--- src/rtl/cp0_unit.sv ---
// cp0_unit: system-control coprocessor for cpu55 (Status, Cause, EPC,
// BadVAddr, Count, Compare) with exception/interrupt arbitration.
//
// Ports:
//   clk, rst        core clock, synchronous active-low reset
//   mfc0/mtc0/eret  instruction class of the current core instruction
//   rd, reg_in      CP0 register number and MTC0 write data
//   reg_out         MFC0 read data (0 when mfc0 is low)
//   npc_in          return address captured into EPC on entry
//   exc_valid/code  synchronous exception raised by the current instruction
//   bad_addr        faulting address for address-error exceptions
//   hw_int          level-sensitive external interrupt lines
//   epc             current EPC, used by the core for ERET redirect
//   exc_pc_sel      redirect the PC to exc_pc this cycle
//   exc_pc          exception vector
//   int_pending     any enabled interrupt pending (Cause.IP & Status.IM)
module cp0_unit #(
    parameter logic [31:0] EXC_VECTOR = 32'h0000_0008,
    parameter logic [31:0] STATUS_RST = 32'h0000_0000
) (
    input  logic        clk,
    input  logic        rst,
    input  logic        mfc0,
    input  logic        mtc0,
    input  logic        eret,
    input  logic [4:0]  rd,
    input  logic [31:0] reg_in,
    output logic [31:0] reg_out,
    input  logic [31:0] npc_in,
    input  logic        exc_valid,
    input  logic [4:0]  exc_code,
    input  logic [31:0] bad_addr,
    input  logic [4:0]  hw_int,
    output logic [31:0] epc,
    output logic        exc_pc_sel,
    output logic [31:0] exc_pc,
    output logic        int_pending
);

    localparam logic [4:0] R_BADVADDR = 5'd8;
    localparam logic [4:0] R_COUNT    = 5'd9;
    localparam logic [4:0] R_COMPARE  = 5'd11;
    localparam logic [4:0] R_STATUS   = 5'd12;
    localparam logic [4:0] R_CAUSE    = 5'd13;
    localparam logic [4:0] R_EPC      = 5'd14;

    localparam logic [31:0] STATUS_WMASK = 32'h0000_FF03;

    localparam logic [4:0] EXC_ADEL = 5'd4;
    localparam logic [4:0] EXC_ADES = 5'd5;

    logic [31:0] status_q;
    logic [31:0] cause_q;
    logic [31:0] epc_q;
    logic [31:0] badvaddr_q;
    logic [31:0] count_q;
    logic [31:0] compare_q;

    logic [31:0] status_d;
    logic [31:0] cause_d;
    logic [31:0] epc_d;
    logic [31:0] badvaddr_d;
    logic [31:0] count_d;
    logic [31:0] compare_d;

    logic ie;
    logic exl;
    logic take_exc;
    logic take_int;
    logic take;
    logic do_eret;
    logic wr_en;
    logic timer_hit;

    assign ie  = status_q[0];
    assign exl = status_q[1];

    assign int_pending = |(cause_q[15:8] & status_q[15:8]);

    assign take_exc = exc_valid & ~exl;
    assign take_int = ~exc_valid & ie & ~exl & int_pending;
    assign take     = take_exc | take_int;

    // A taken trap swallows this cycle's eret/mtc0; eret beats mtc0.
    assign do_eret = eret & ~take;
    assign wr_en   = mtc0 & ~take & ~eret;

    assign exc_pc_sel = take;
    assign exc_pc     = EXC_VECTOR;
    assign epc        = epc_q;

    always_comb begin
        reg_out = 32'h0;
        if (mfc0) begin
            case (rd)
                R_BADVADDR: reg_out = badvaddr_q;
                R_COUNT:    reg_out = count_q;
                R_COMPARE:  reg_out = compare_q;
                R_STATUS:   reg_out = status_q;
                R_CAUSE:    reg_out = cause_q;
                R_EPC:      reg_out = epc_q;
                default:    reg_out = 32'h0;
            endcase
        end
    end

    always_comb begin
        count_d = count_q + 32'd1;
        if (wr_en && rd == R_COUNT) begin
            count_d = reg_in;
        end
    end

    // Timer match is judged against the value Count takes at this edge.
    assign timer_hit = (count_d == compare_q);

    always_comb begin
        compare_d = compare_q;
        if (wr_en && rd == R_COMPARE) begin
            compare_d = reg_in;
        end
    end

    always_comb begin
        cause_d = cause_q;
        cause_d[14:10] = hw_int;
        if (wr_en && rd == R_COMPARE) begin
            cause_d[15] = 1'b0;
        end else if (timer_hit) begin
            cause_d[15] = 1'b1;
        end
        if (take_exc) begin
            cause_d[6:2] = exc_code;
        end else if (take_int) begin
            cause_d[6:2] = 5'd0;
        end else if (wr_en && rd == R_CAUSE) begin
            cause_d[9:8] = reg_in[9:8];
        end
    end

    always_comb begin
        status_d = status_q;
        if (take) begin
            status_d[1] = 1'b1;
        end else if (do_eret) begin
            status_d[1] = 1'b0;
        end else if (wr_en && rd == R_STATUS) begin
            status_d = (status_q & ~STATUS_WMASK)
                     | (reg_in & STATUS_WMASK);
        end
    end

    always_comb begin
        epc_d = epc_q;
        if (take) begin
            epc_d = npc_in;
        end else if (wr_en && rd == R_EPC) begin
            epc_d = reg_in;
        end
    end

    always_comb begin
        badvaddr_d = badvaddr_q;
        if (take_exc &&
            (exc_code == EXC_ADEL || exc_code == EXC_ADES)) begin
            badvaddr_d = bad_addr;
        end
    end

    always_ff @(posedge clk) begin
        if (!rst) begin
            status_q   <= STATUS_RST;
            cause_q    <= 32'h0;
            epc_q      <= 32'h0;
            badvaddr_q <= 32'h0;
            count_q    <= 32'h0;
            compare_q  <= 32'hFFFF_FFFF;
        end else begin
            status_q   <= status_d;
            cause_q    <= cause_d;
            epc_q      <= epc_d;
            badvaddr_q <= badvaddr_d;
            count_q    <= count_d;
            compare_q  <= compare_d;
        end
    end

endmodule
--- config.mk ---
export PLATFORM = sky130hd
export DESIGN_NAME = cp0_unit
export DESIGN_NICKNAME = d
export VERILOG_FILES = /design/src/rtl/cp0_unit.sv
export SDC_FILE = /design/constraint.sdc
export NUM_CORES = 1
export LEC_CHECK = 0
export BUFFER_PORTS_ARGS = -buffer_cell sky130_fd_sc_hd__buf_2
export CAP_MARGIN = 40
export CORE_MARGIN = 10
export CORE_UTILIZATION = 55
export CTS_BUF_LIST = sky130_fd_sc_hd__clkbuf_4
export CTS_CLUSTER_SIZE = 20
export DETAILED_ROUTE_END_ITERATION = 8
export HOLD_SLACK_MARGIN = 0.06
export MAX_ROUTING_LAYER = met4
export PLACE_DENSITY = 0.88
export SYNTH_ARGS = -nofsm -noshare
export SYNTH_HDL_FRONTEND = slang
export SYNTH_SLANG_ARGS = --single-unit
--- constraint.sdc ---
create_clock -name clk -period 3.4 [get_ports clk]
set_input_delay 0.68 -clock clk [delete_from_list [all_inputs] [get_ports clk]]
set_output_delay 0.68 -clock clk [all_outputs]
set_load 0.05 [all_outputs]
# Word-level counts from Yosys, hierarchy flattened

Index checks and enable logic that the tools add are counted.

$add $sub $neg: 1
Multiplexer cells: 10
Equal/unequal tests: 9
Bitwise gates (word level): 18
Reductions and logical operators: 14

Operators with widths:

| kind                                          | number |
|---|---|
| one-hot mux 32 bit (6 select lines)           | 1 |
| two-way mux 32 bit                            | 4 |
| adder 32 x 1 -> 32 bit, second input constant | 1 |
| == test 32 bit                                | 1 |
| OR 32 x 16 -> 32 bit                          | 1 |
| == test 5 x 4 -> 1 bit, second input constant | 6 |
| == test 5 x 3 -> 1 bit, second input constant | 2 |
| two-way mux 5 bit                             | 2 |
| bitwise AND 8 bit                             | 1 |
| inverter 1 bit                                | 8 |
| OR reduction 8 bit                            | 1 |
| bitwise AND 1 bit                             | 7 |
| logical AND 1 bit                             | 6 |
| AND reduction 3 bit                           | 2 |
| nonzero test 2 bit                            | 2 |
| nonzero test 3 bit                            | 1 |
| two-way mux 1 bit                             | 2 |
| two-way mux 2 bit                             | 1 |
| OR reduction 2 bit                            | 1 |
| logical OR 1 bit                              | 1 |
| OR 1 bit                                      | 1 |

Logic and storage cells: 62
Register bits: 173
Output and inout port bits: 98
Bits of input ports: 117

# Logic depth before layout (Yosys ltp)

Depth after elaboration: 12
Gate-level depth with buffers: 11
Gate-level depth less buffers: 10

# Least setup slack after synthesis

OpenSTA, ideal clock, no wires.

Path type: input to output
Start: input port rd[1]
End: output port reg_out[13]
Setup slack: -446 ps
Stages: 6
Path buffers: 3
Arrival time: 3166 ps
Required time: 2720 ps
Cells stage by stage: clkbuf_1 clkbuf_1 nor3b_1 clkbuf_1 a22oi_1 a21boi_0

Cells in the longest elaborated chain, start to end: 3
Elaborated cells on any way between the ends: 8
Classes of those cells: 6 x eq/ne; 2 x mux

Ends and longest elaborated chain:

| item                                  | RTL line | RTL |
|---|---|---|
| start: declaration                    | 26       | `input logic [4:0] rd,` |
| == test 5 x 4 -> 1 bit                | 95       | `case (rd)` |
| one-hot mux 32 bit (6 select lines) * | 95       |  |
| two-way mux 32 bit *                  | 94       | `if (mfc0) begin` |
| end: declaration                      | 28       | `output logic [31:0] reg_out,` |

Every way passes the cells marked *; elsewhere a longest branch is shown, timed or not.

# Worst setup path in the final report

Start: register count_q[3]
End: register cause_q[15]

Cells in the longest elaborated chain, start to end: 3

Ends and longest elaborated chain:

| item                     | RTL line | RTL |
|---|---|---|
| start: declaration       | 56       | `logic [31:0] count_q;` |
| start signal: assignment | 183      | `count_q <= count_d;` |
| adder 32 x 1 -> 32 bit   | 108      | `count_d = count_q + 32'd1;` |
| two-way mux 32 bit       | 109      | `if (wr_en && rd == R_COUNT) begin` |
| == test 32 bit           | 115      | `assign timer_hit = (count_d == compare_q);` |
| end signal: assignment   | 180      | `cause_q <= cause_d;` |
| end: declaration         | 53       | `logic [31:0] cause_q;` |

Every way passes these cells.
A chain may end at the register's enable or synchronous reset.

==> flow_summary.ini <==
[outcome]
outcome = completed

[timing]
skew_ns = 0.0220
fmax_ghz = 0.328
post-route-period-util_pct = 89.7
setup_viol = 0
slew_violations = 0
relSlewSlack_pct = 36.3
tns_ns = 0
rsz0062_at_grt = no
hold_violations = 0
worst_slack_ns = 0.351
min_period_ns = 3.05
worstMarginPinSlew_ns = 0.948

[power]
leakage_nw = 4.05
p_per_area_nw_per_um2 = 390
p_sw_share_pct = 32.8
p_switching_w = 0.00124
p_comb_share_pct = 18.1
max-vdd-ir-drop_mv = 0.358
pwr-share-seq_pct = 49.4
clock_power_share_pct = 32.5
p_int_w = 0.00254

[clocking]
cts_sinks = 151
cts_hold_buf = 0
clk_latency_ns = 0.58
postCtsSetupRepairBufs = 0
clock_path_buffers = 2
cts-root-buf = clkbuf_4
cts_tree = done
cts.clk_slew.worst_paths_ns = 0.13
cts_max_level = 4
ctsResizeCount = 0
cts_made_buffers = 17

[synth]
syn_inst = 1034
synth-compound-area-share_pct = 20.3
ys_types = 68
synth_edf_count = 0
synth_mux_area_share_pct = 7.90
synthAdderAreaFrac_pct = 0.151
avgSynthCellArea_um2 = 8.04
ys_ff_latch = 151
synth_ff_type = dfxtp_1
synth-simple-area-share_pct = 21.3
synthXorXnorAreaFrac_pct = 6.61
async_flop_share_pct = 0
yosysWarnings = 0
yosysSeqAreaShare_pct = 36.4
synthesis.area_um2 = 8310
synth_top_family_by_area = simple AND/OR/NAND/NOR gates

[global_route]
antenna_found_initial = 0
grt_max_degree = 65
grt-ovfl-total = 0
grt_pass1_wl_um = 46100
grt_pass1_vias = 8325
grt_use_total_pct = 29.3

[floorplan]
dieArea_um2 = 20400
row_count = 44
die_h_um = 143
io_pins = 215
start_util_pct = 56.6
coreArea_um2 = 14700
die_x_um = 143

[setup_path]
cp_common_cell = xor2_1
crit_buf_inv = 1
crit_family = simple AND/OR/NAND/NOR gates
path_cells = nand4_4, nor4_4, buf_4, nand3_1, xor2_1, xor2_1, a31oi_1, a211o_1, or4_1, o21ai_1
cp-start-kind = flop
slowest_delay_ns = 0.53
cp-end-kind = flop
cp_max_fo = 8
slowest_stage = or4_1
path_class = flop to flop
critPathRequiredTime_ns = 3.91
crit_arrival_ns = 3.56

[cells_and_area]
multi_input_area_um2 = 4850
seqCellArea_um2 = 3020
num-fill-cells = 1252
syn_to_final_growth_pct = 16.8
nets = 1309
final_layout_size_suffix_gt1_share_pct = 24.8
antenna_cells = 0

[detailed_routing]
vias = 8500
routed_wl_um = 30100
drc = 0
final_antenna_net_count = 0
firstDrtPassIters = 6
via_per_inst = 6.12
routedWlPerCell_um = 21.7
drt_iter0_drc = 1070

[hold_path]
min_path_type = input pin to flop

[place]
preCtsSetupSlack_ns = 0.166
place.gp.congestion = 0.977
hpwlAfterDp_um = 22500
portBuffers = 182

[job]
drv_cap = 0
-- power by group through the flow --
stage          registers, W  clock network [W]  logic (W)
5_1_grt             0.00188            0.00131   0.000721
3_3_place_gp        0.00191                  0   0.000669
3_5_place_dp        0.00191                  0   0.000675
2_1_floorplan       0.00201                  0   0.000353
4_1_cts             0.00187            0.00123   0.000677
6_report            0.00187            0.00123   0.000685
-- area by class of cell --
type	count	area share, %
clock inverters	14	1.76
repair buffers	214	12.6
multi-input cells	787	50.0
flip-flops and latches	151	31.1
inverters	20	0.773
well taps	184	2.37
clock buffers	18	1.39
-- layer usage --
metal	vias to the layer above	part of all wire [%]	GRT usage, %
li1	3940	-	-
met1	3923	39	35.7
met2	541	47	47.3
met3	96	9.5	5.14
met4	0	4.2	11.8
met5	-	0	-
-- final timing paths --
path	depth (start not counted)	startpoint	to	slack [ns]
max	10	count_q[3]$_SDFF_PN0_	cause_q[15]$_SDFFE_PP0N_	0.35
min reg2reg	2	badvaddr_q[30]$_SDFFE_PN0P_	badvaddr_q[30]$_SDFFE_PN0P_	0.47
min	2	hw_int[0]	cause_q[10]$_SDFF_PN0_	0.31
max reg2reg	10	count_q[3]$_SDFF_PN0_	cause_q[15]$_SDFFE_PP0N_	0.35
-- metrics by stage --
stage | area [um^2] | util, % | hold WS [ns] | instances | total power, W
after global placement | 9410 | 64.0 | 0.442 | 1356 | 0.00258
after detailed placement | 9410 | 64.0 | 0.447 | 1356 | 0.00258
after CTS | 9710 | 66.1 | 0.288 | 1388 | 0.00378
after floorplan | 8450 | - | 0.436 | 1064 | 0.00237
after global routing | 9710 | 66.1 | 0.284 | 1388 | 0.00391
final | 9710 | 66.1 | 0.311 | 1388 | 0.00379
-- worst register-to-register path: cells and delay by family, from the launching register on --
kind,cells,cell delay (ns)
AOI/OAI and AO/OA,3,0.56
DFF,1,0.50
xor gates and xnor gates,2,0.54
buffers and inverters,1,0.21
and+or+nand+nor,4,1.16
-- sequential cells by signal, indices dropped and copies added (netlist names) --
register / count
badvaddr_q: 32
cause_q: 13
compare_q: 32
count_q: 32
epc: 32
status_q: 10
-- synthesized netlist by cell type, types with 29 or more instances --
cell type	count	area [um^2]
nand2_1	176	661
dfxtp_1	151	3020
nor2_1	103	387
a21oi_1	67	335
clkbuf_1	64	240
nand3_1	49	245
a211oi_1	44	330
buf_4	33	248
mux2i_1	33	330
xnor2_1	33	289
a22oi_1	32	240
mux2_2	29	327
-- placed cells by master, fill, tap and decap left out, types with 5 or more instances in the layout --
cell type and instances:
a21oi_2 5, and2_1 8, inv_1 18, a22oi_1 32, nor3_1 7, clkbuf_4 18, nor4_1 6, buf_4 26
a222oi_1 24, mux2i_1 33, conb_1 32, o21ai_0 16, buf_12 6, a311oi_1 6, dfxtp_1 151, mux2_2 29
buf_2 182, xor2_1 27, a211oi_1 44, a21boi_1 7, xnor2_1 33, a21oi_1 62, o211ai_1 13, nand2_1 176
nor2_1 103, nand3_1 49, nand4_1 9
-- kinds of logic after synthesis --
logic type,after synthesis
muxes,62
DFF,151
xor gates and xnor gates,61
adders and majority gates,1
other,2
AOI/OAI and AO/OA,240
buffers and inverters,126
and+or+nand+nor,391
Note: power is estimated with default switching activity, not from simulation.
